**config.mk**
```make
export PLATFORM = sky130hd
export DESIGN_NAME = chacha_ks_xor_stream_flat
export DESIGN_NICKNAME = d
export VERILOG_FILES = /design/src/rtl/chacha_ks_xor_stream_if.sv /design/src/rtl/chacha_ks_xor_stream.sv /design/src/flat_wrapper.sv
export SDC_FILE = /design/constraint.sdc
export NUM_CORES = 2
export LEC_CHECK = 0
export CAP_MARGIN = 5
export CELL_PAD_IN_SITES_DETAIL_PLACEMENT = 1
export CELL_PAD_IN_SITES_GLOBAL_PLACEMENT = 2
export CORE_AREA = 2 2 396 398
export DETAILED_ROUTE_END_ITERATION = 16
export DIE_AREA = 0 0 398 400
export HOLD_SLACK_MARGIN = 0.05
export MAX_ROUTING_LAYER = met4
export PLACE_DENSITY = 0.87
export SYNTH_ARGS = -nofsm -noshare
export SYNTH_HDL_FRONTEND = slang
export SYNTH_SLANG_ARGS = --single-unit
```
**constraint.sdc**
```tcl
create_clock -name clk -period 72.6 [get_ports clk]
set_input_delay 10.89 -clock clk [delete_from_list [all_inputs] [get_ports clk]]
set_output_delay 10.89 -clock clk [all_outputs]
set_load 0.01 [all_outputs]
```
**src/rtl/chacha_ks_xor_stream_if.sv**
```systemverilog
// chacha_ks_xor_stream_if: keystream, payload-in and result-out streams of the keystream XOR block
interface chacha_ks_xor_stream_if #(
  parameter int DATA_W = 128
);
  logic                ks_req;
  logic                ks_valid;
  logic [511:0]        ks_data;
  logic                in_valid;
  logic [DATA_W-1:0]   in_data;
  logic [DATA_W/8-1:0] in_keep;
  logic                in_last;
  logic                in_ready;
  logic                out_valid;
  logic [DATA_W-1:0]   out_data;
  logic [DATA_W/8-1:0] out_keep;
  logic                out_last;
  logic [DATA_W-1:0]   mac_data;
  logic                out_ready;
  modport master (
    output ks_valid, ks_data, in_valid, in_data, in_keep, in_last, out_ready,
    input  ks_req, in_ready, out_valid, out_data, out_keep, out_last, mac_data
  );
  modport slave (
    input  ks_valid, ks_data, in_valid, in_data, in_keep, in_last, out_ready,
    output ks_req, in_ready, out_valid, out_data, out_keep, out_last, mac_data
  );
endinterface

```
**src/rtl/chacha_ks_xor_stream.sv**
```systemverilog
// chacha_ks_xor_stream: prefetches ChaCha keystream blocks and XORs DATA_W payload beats against them
module chacha_ks_xor_stream #(
  parameter int DATA_W = 128,
  parameter int DEPTH  = 2,
  parameter int CTR_W  = 32
) (
  input  logic                  clk,
  input  logic                  rst,
  input  logic                  cfg_we,
  input  logic [CTR_W-1:0]      ctr_init,
  input  logic                  dir,
  chacha_ks_xor_stream_if.slave bus,
  output logic                  busy,
  output logic                  ctr_ovf,
  output logic [CTR_W-1:0]      blk_cnt
);
  localparam int SLICES = 512 / DATA_W;
  localparam int KW = DATA_W / 8;
  localparam int PW = DEPTH > 1 ? $clog2(DEPTH) : 1;
  localparam int SW = SLICES > 1 ? $clog2(SLICES) : 1;
  localparam logic [PW-1:0] P_LAST = PW'(DEPTH - 1);
  localparam logic [SW-1:0] S_LAST = SW'(SLICES - 1);
  localparam logic [2:0] DEP = 3'(DEPTH);
  typedef enum logic [1:0] {IDLE, RUN, DRAIN} state_t;
  state_t state, state_n;
  logic [511:0] blk_q [2**PW];
  logic [PW-1:0] head, tail;
  logic [SW-1:0] sidx;
  logic [2:0] cnt;
  logic pend, disc, dir_q, req, rdy, acc, push, pop;
  logic [DATA_W-1:0] ks, mask, res;
  logic out_valid, out_last;
  logic [DATA_W-1:0] out_data, mac_data;
  logic [KW-1:0] out_keep;
  assign bus.ks_req    = req;
  assign bus.in_ready  = rdy;
  assign bus.out_valid = out_valid;
  assign bus.out_data  = out_data;
  assign bus.out_keep  = out_keep;
  assign bus.out_last  = out_last;
  assign bus.mac_data  = mac_data;
  assign busy = state != IDLE;
  always_ff @(posedge clk or posedge rst) begin
    if (rst) state <= IDLE;
    else state <= state_n;
  end
  always_comb begin
    req = state == RUN && !pend && cnt < DEP && !ctr_ovf && !cfg_we;
    rdy = state == RUN && cnt != 3'd0 && (!out_valid || bus.out_ready);
    acc = bus.in_valid && rdy;
    push = pend && bus.ks_valid && !disc && !cfg_we;
    pop = acc && (bus.in_last || sidx == S_LAST);
    ks = blk_q[head][DATA_W*sidx +: DATA_W];
    mask = '0;
    for (int i = 0; i < KW; i++) mask[8*i +: 8] = {8{bus.in_keep[i]}};
    res = (bus.in_data ^ ks) & mask;
    state_n = cfg_we ? RUN :
              (state == RUN && acc && bus.in_last) ? DRAIN :
              (state == DRAIN && out_valid && bus.out_ready && out_last) ? IDLE : state;
  end
  // A block requested before a restart still arrives; disc marks it so it is dropped.
  always_ff @(posedge clk or posedge rst) begin
    if (rst) begin
      {head, tail, sidx, cnt, pend, disc, dir_q, ctr_ovf, blk_cnt} <= '0;
      {out_valid, out_last, out_keep, out_data, mac_data} <= '0;
    end else if (cfg_we) begin
      {head, tail, sidx, cnt, ctr_ovf, out_valid} <= '0;
      blk_cnt <= ctr_init;
      dir_q <= dir;
      pend <= pend && !bus.ks_valid;
      disc <= pend && !bus.ks_valid;
    end else begin
      if (req) begin
        ctr_ovf <= &blk_cnt;
        if (!(&blk_cnt)) blk_cnt <= blk_cnt + CTR_W'(1);
      end
      pend <= req || (pend && !bus.ks_valid);
      if (pend && bus.ks_valid) disc <= 1'b0;
      if (push) tail <= tail == P_LAST ? '0 : tail + PW'(1);
      if (pop) head <= head == P_LAST ? '0 : head + PW'(1);
      sidx <= pop ? '0 : sidx + SW'(acc);
      cnt <= cnt + 3'(push) - 3'(pop);
      if (acc) begin
        out_valid <= 1'b1;
        out_data <= res;
        mac_data <= dir_q ? bus.in_data & mask : res;
        out_keep <= bus.in_keep;
        out_last <= bus.in_last;
      end else if (bus.out_ready) out_valid <= 1'b0;
    end
  end
  always_ff @(posedge clk) if (push) blk_q[tail] <= bus.ks_data;
endmodule

```
**src/flat_wrapper.sv**
```systemverilog
// flat-port wrapper written by rule: the top's interface ports become plain ports
module chacha_ks_xor_stream_flat 
#(
  parameter int DATA_W = 128,
  parameter int DEPTH  = 2,
  parameter int CTR_W  = 32
)
  (clk, rst, cfg_we, ctr_init, dir, busy, ctr_ovf, blk_cnt, bus_ks_valid, bus_ks_data, bus_in_valid, bus_in_data, bus_in_keep, bus_in_last, bus_out_ready, bus_ks_req, bus_in_ready, bus_out_valid, bus_out_data, bus_out_keep, bus_out_last, bus_mac_data);
  chacha_ks_xor_stream_if #(.DATA_W(DATA_W)) bus_i ();
  input  logic clk;
  input  logic rst;
  input  logic cfg_we;
  input  logic [CTR_W-1:0] ctr_init;
  input  logic dir;
  output logic busy;
  output logic ctr_ovf;
  output logic [CTR_W-1:0] blk_cnt;
  input wire logic [$bits(bus_i.ks_valid)-1:0] bus_ks_valid;
  input wire logic [$bits(bus_i.ks_data)-1:0] bus_ks_data;
  input wire logic [$bits(bus_i.in_valid)-1:0] bus_in_valid;
  input wire logic [$bits(bus_i.in_data)-1:0] bus_in_data;
  input wire logic [$bits(bus_i.in_keep)-1:0] bus_in_keep;
  input wire logic [$bits(bus_i.in_last)-1:0] bus_in_last;
  input wire logic [$bits(bus_i.out_ready)-1:0] bus_out_ready;
  output wire logic [$bits(bus_i.ks_req)-1:0] bus_ks_req;
  output wire logic [$bits(bus_i.in_ready)-1:0] bus_in_ready;
  output wire logic [$bits(bus_i.out_valid)-1:0] bus_out_valid;
  output wire logic [$bits(bus_i.out_data)-1:0] bus_out_data;
  output wire logic [$bits(bus_i.out_keep)-1:0] bus_out_keep;
  output wire logic [$bits(bus_i.out_last)-1:0] bus_out_last;
  output wire logic [$bits(bus_i.mac_data)-1:0] bus_mac_data;
  assign bus_i.ks_valid = bus_ks_valid;
  assign bus_i.ks_data = bus_ks_data;
  assign bus_i.in_valid = bus_in_valid;
  assign bus_i.in_data = bus_in_data;
  assign bus_i.in_keep = bus_in_keep;
  assign bus_i.in_last = bus_in_last;
  assign bus_i.out_ready = bus_out_ready;
  assign bus_ks_req = bus_i.ks_req;
  assign bus_in_ready = bus_i.in_ready;
  assign bus_out_valid = bus_i.out_valid;
  assign bus_out_data = bus_i.out_data;
  assign bus_out_keep = bus_i.out_keep;
  assign bus_out_last = bus_i.out_last;
  assign bus_mac_data = bus_i.mac_data;
  chacha_ks_xor_stream #(.DATA_W(DATA_W), .DEPTH(DEPTH), .CTR_W(CTR_W)) u_core (.clk(clk), .rst(rst), .cfg_we(cfg_we), .ctr_init(ctr_init), .dir(dir), .bus(bus_i), .busy(busy), .ctr_ovf(ctr_ovf), .blk_cnt(blk_cnt));
endmodule
```
Word-level counts from Yosys, hierarchy flattened
Memories as Yosys holds them, arrays and structs flattened. Cells that the tools add are included.

Flip-flop bits (word level): 319. Latch bits: 0. Bits in writable memories: 1024. Bits in read-only memories: 0. Bits of input ports: 696. Logic and storage cells: 95. Memories kept: 1.

$add $sub $neg: 6. Multipliers: 0. Divide/modulo/power cells: 0. Order comparisons: 1. Equality and inequality tests: 4. Shift-type cells: 1. Mux-type cells: 26. Bitwise logic cells: 4. Reduce and logical (&&, ||, !) cells: 37.

Memory list: u_core.blk_q (depth 2, bits a word 512, read ports 1, clocked after Yosys merged registers in 0, wr ports 1, RTL line chacha_ks_xor_stream.sv:26) `logic [511:0] blk_q [2**PW];`.

Operators with widths (count): 512-bit by 10-bit indexed part select with 128-bit output (1); 128-bit bitwise AND (2); 128-bit 2-to-1 mux (1); 128-bit XOR (1); 32-bit 2-to-1 mux (3); 32-bit by 1-bit adder with 32-bit output, second input constant (1); 32-bit AND reduction (1); 1-bit logical AND (17); 1-bit 2-to-1 mux (16); 2-bit 2-to-1 mux (5); 2-bit nonzero test (5); 3-bit nonzero test (3); 1-bit logical NOT (6); 2-bit equality test, second input constant (2); 2-bit AND reduction (2); 3-bit by 1-bit adder with 3-bit output (1); 1-bit logical OR (3); 3-bit by 2-bit < comparator with 1-bit output, second input constant (1); 3-bit 2-to-1 mux (1); 3-bit by 1-bit subtractor with 3-bit output (1); 1-bit adder, second input constant (2); 2-bit by 1-bit adder with 2-bit output (1); 2-bit by 1-bit equality test with 1-bit output, second input constant (1); 2-bit inequality test, second input constant (1); 1-bit NOT (1).

Logic depth before layout (Yosys ltp)
Word-level depth: 8. Mapped depth: 12. Gate-level depth less buffers: 10.

Worst setup path after synthesis
OpenSTA, ideal clock, no wires.

Path type: input-to-reg. From: input cfg_we. To: memory u_core.blk_q[0][0] (enable). Setup time: 2.638 ns. Arrival: 59.312 ns. Path slack: 10.650 ns. Stages on the path: 3. Path buffers: 2. Path through: clkbuf_1 clkbuf_1 nor4_1.

Longest elaborated chain between the ends: 4.

RTL lines: from (decl) (RTL line flat_wrapper.sv:12) `input logic cfg_we;`; 1-bit logical NOT (RTL line chacha_ks_xor_stream.sv:51) `push = pend && bus.ks_valid && !disc && !cfg_we;`; 1-bit logical AND (RTL line chacha_ks_xor_stream.sv:51); 1-bit 2-to-1 mux (RTL line chacha_ks_xor_stream.sv:92) `always_ff @(posedge clk) if (push) blk_q[tail] <= bus.ks_data;`; 1-bit 2-to-1 mux (implied by the code) (RTL line chacha_ks_xor_stream.sv:92); to (decl) (RTL line chacha_ks_xor_stream.sv:26).

Every way passes these cells.

Worst setup path in the final report
From: input cfg_we. To: output bus_ks_req.

Longest elaborated chain between the ends: 2.

RTL lines: 1-bit logical NOT (RTL line chacha_ks_xor_stream.sv:48) `req = state == RUN && !pend && cnt < DEP && !ctr_ovf && !cfg_we;`; 1-bit logical AND (RTL line chacha_ks_xor_stream.sv:48); to (decl) (RTL line flat_wrapper.sv:25) `output wire logic [$bits(bus_i.ks_req)-1:0] bus_ks_req;`.

Every way passes these cells.

==> results.yml <==
run_status:
  status: "finished, final reports clean"
cts:
  cts_setup_buffers: 0
  cts-buffers-inserted: 149
  cts_hold_buf: 0
  cts.clk_slew.worst_paths_ns: 0.06
  cts-root-buf: "clkbuf_16"
  cts_max_path_buffers: 3
  cts.sinks: 1343
  cts-resized-gates: 0
  cts_tree: "yes"
  h-tree-depth: 4
  clk_latency_ns: 0.77
finish:
  finalInstanceArea_mm2: 0.07116
  drive_above_1_share_pct: 12.48
  nets: 4952
  final_cell_mix: "edfxtp_1 (1024), clkdlybuf4s50_1 (1004), nand2_1 (467), dfrtp_1 (315), xnor2_1 (264)"
  final_common_cell: "edfxtp_1"
  nFillCells: 15250
  area_growth_pct: 32.60
  final_util_pct: 45.88
  stdcell_count: 6504
sta:
  drv_slew: 0
  rsz0062_at_grt: "false"
  max_freq_mhz: 41.64
  whs_ns: 0.4641
  relSlewSlack_pct: 25.66
  setup-tns-final_ns: 0
  fin_ws_ns: 48.58
  hold_violations: 0
  skew_ns: 0.05408
  finalCritPeriodShare_pct: 33.08
  worst_slew_pin_slew_ns: 1.115
  finalSetupViolations: 0
  layout_min_cycle_time_ns: 24.02
global_routing:
  grt_usage_pct: 22.41
  antenna_found_initial: 72
  gr-total-overflow: 0
  grt_pass1_vias: 35960
  grt_start_max_net_pins: 115
  grt_first_pass_wirelength_mm: 251.8
placement:
  place_congestion: 0.8894
  detailedPlace.worstSlack_ns: 48.66
  placedCellCount: 6156
  port_buffers: 1005
  dpl.hpwl_mm: 125.1
  placed_area_mm2: 0.06602
logic_synthesis:
  yosys_warnings: 0
  ys_ff_latch: 1343
  yosysSeqAreaShare_pct: 72.17
  synth_cell_types: 63
  synthCells: 3212
  async_flop_share_pct: 23.75
  synth_edf_count: 1024
  synth_ff_type: "edfxtp_1"
  syn-cell-area_mm2: 0.05367
  syn-num-nets: 3914
  synth.avg_cell_area_um2: 16.71
die:
  coreArea_mm2: 0.1551
  chipHeight_um: 400
  die_w_um: 398
  rows: 145
  initial_utilization_pct: 34.60
  ios: 1006
  die-area_mm2: 0.1592
critical_path:
  r2r_cells: 8
  crit_path_start_kind: "input pin"
  rrSetupSlack_ns: 67.32
  worst-setup-path-type: "in -> out"
  crit_fanout: 67
  crit_required_ns: 61.71
  cp-end-kind: "output pin"
  arrival_ns: 13.13
drt:
  routed_wl_mm: 178.6
  drtPass1Iterations: 5
  via_per_inst: 5.146
  wl_per_cell_um: 27.47
  via_count: 33470
  drcViolationCount: 0
  drtAntennaViolNets: 0
  drt_iter0_markers: 2598
pwr:
  peakVddDrop_mv: 0.02314
  total_leakage_power_nw: 24.38
  total_power_mw: 2.433
  p_per_area_mw_per_mm2: 34.19
flow_run:
  cap_violations: 0
hold_path:
  min_path_type: "reg -> reg"
  hold_depth: 2
==> synth_stat cells, drive strengths merged, types with 2 or more instances <==
cell    instances  area [um^2]
a21o            2        15.01
edfxtp       1024        30750
and2            3        18.77
nor2          155        586.8
a221oi          2        23.77
or4             5        41.29
nand2         467         1753
ha              5        62.56
a21oi          17        85.08
or2             2        12.51
o211ai          4        30.03
mux4          256         5766
buf            41        197.7
and4            7        61.31
o31ai          10        80.07
mux2i         133         1331
clkbuf        120        450.4
o21a            2        15.01
nor2b           2        12.51
or3             3        18.77
nand3         138        700.7
o21ai         141        709.4
a311oi          2        17.52
nor4           12        111.4
and3            8        50.05
mux2            3        37.53
a41o            2        20.02
nor4b           2        30.03
xnor2         264         2312
o31a            2        17.52
dfrtp         319         7983
a31o            2        17.52
inv            19        71.32
nand4          11        81.32
nor3           10        50.05
a31oi           4        25.02
==> metal layers <==
metal	up-vias	global-route usage (%)	share of wire, %
met4	0	8.286	3.7
met2	1409	36.61	50
li1	14290	-	-
met5	-	-	0
met3	339	6.481	8.2
met1	17440	26.30	38
==> sequential cells by signal (all words and copies together) (netlist names), 2 cells and up <==
register and flops:
u_core.cnt 3, u_core.blk_cnt 32, u_core.bus.out_data 128, u_core.state 2, u_core.bus.mac_data 128, u_core.bus.out_keep 16, u_core.blk_q 1024, u_core.sidx 2
==> where the power goes <==
part           switching, mW  total (mW)  internal [mW]
clock network          0.321       0.765          0.444
registers             0.0661        1.00          0.934
logic                  0.351       0.667          0.316
total                  0.739        2.43           1.69
==> kinds of logic (layout without fill, tap and decap cells) <==
| logic type | Yosys count | after routing | share of synthesized area, % |
|---|---|---|---|
| xor+xnor | 265 | 265 | 4.325 |
| fa+ha+maj | 6 | 6 | 0.1539 |
| mux | 392 | 392 | 13.29 |
| buf+inv | 180 | 1343 | 1.341 |
| simple gates | 831 | 831 | 6.675 |
| other cells | 0 | 71 | 0 |
| flops | 1343 | 1343 | 72.17 |
| compound gates | 195 | 195 | 2.042 |
==> critical path, stage by stage <==
cell and delay [ns]:
buf_2 0.08, buf_4 0.59, inv_1 0.53, nand2_1 0.36
inv_1 0.15, clkdlybuf4s50_1 0.50
==> cell type report <==
cell class | count | area [um^2] | area share (%)
inverter | 19 | 78.83 | 0.1108
multi-input combinational | 1689 | 14250 | 20.02
antenna | 71 | 177.7 | 0.2497
clock buffer | 197 | 4105 | 5.769
tap | 2058 | 2575 | 3.618
timing repair buffer | 1048 | 10380 | 14.58
clock inverter | 79 | 854.6 | 1.201
sequential | 1343 | 38750 | 54.45
==> final timing paths <==
check | from | endpoint
max reg2reg | u_core.head | u_core.bus.mac_data[61]
max in group asynchronous | rst | u_core.bus.out_data[93]
min in group asynchronous | rst | u_core.bus.mac_data[26]
min | u_core.bus.out_data[113] | u_core.bus.out_data[113]
min reg2reg | u_core.bus.out_data[113] | u_core.bus.out_data[113]
max | cfg_we | bus_ks_req
(Power assumes the default switching activity.)
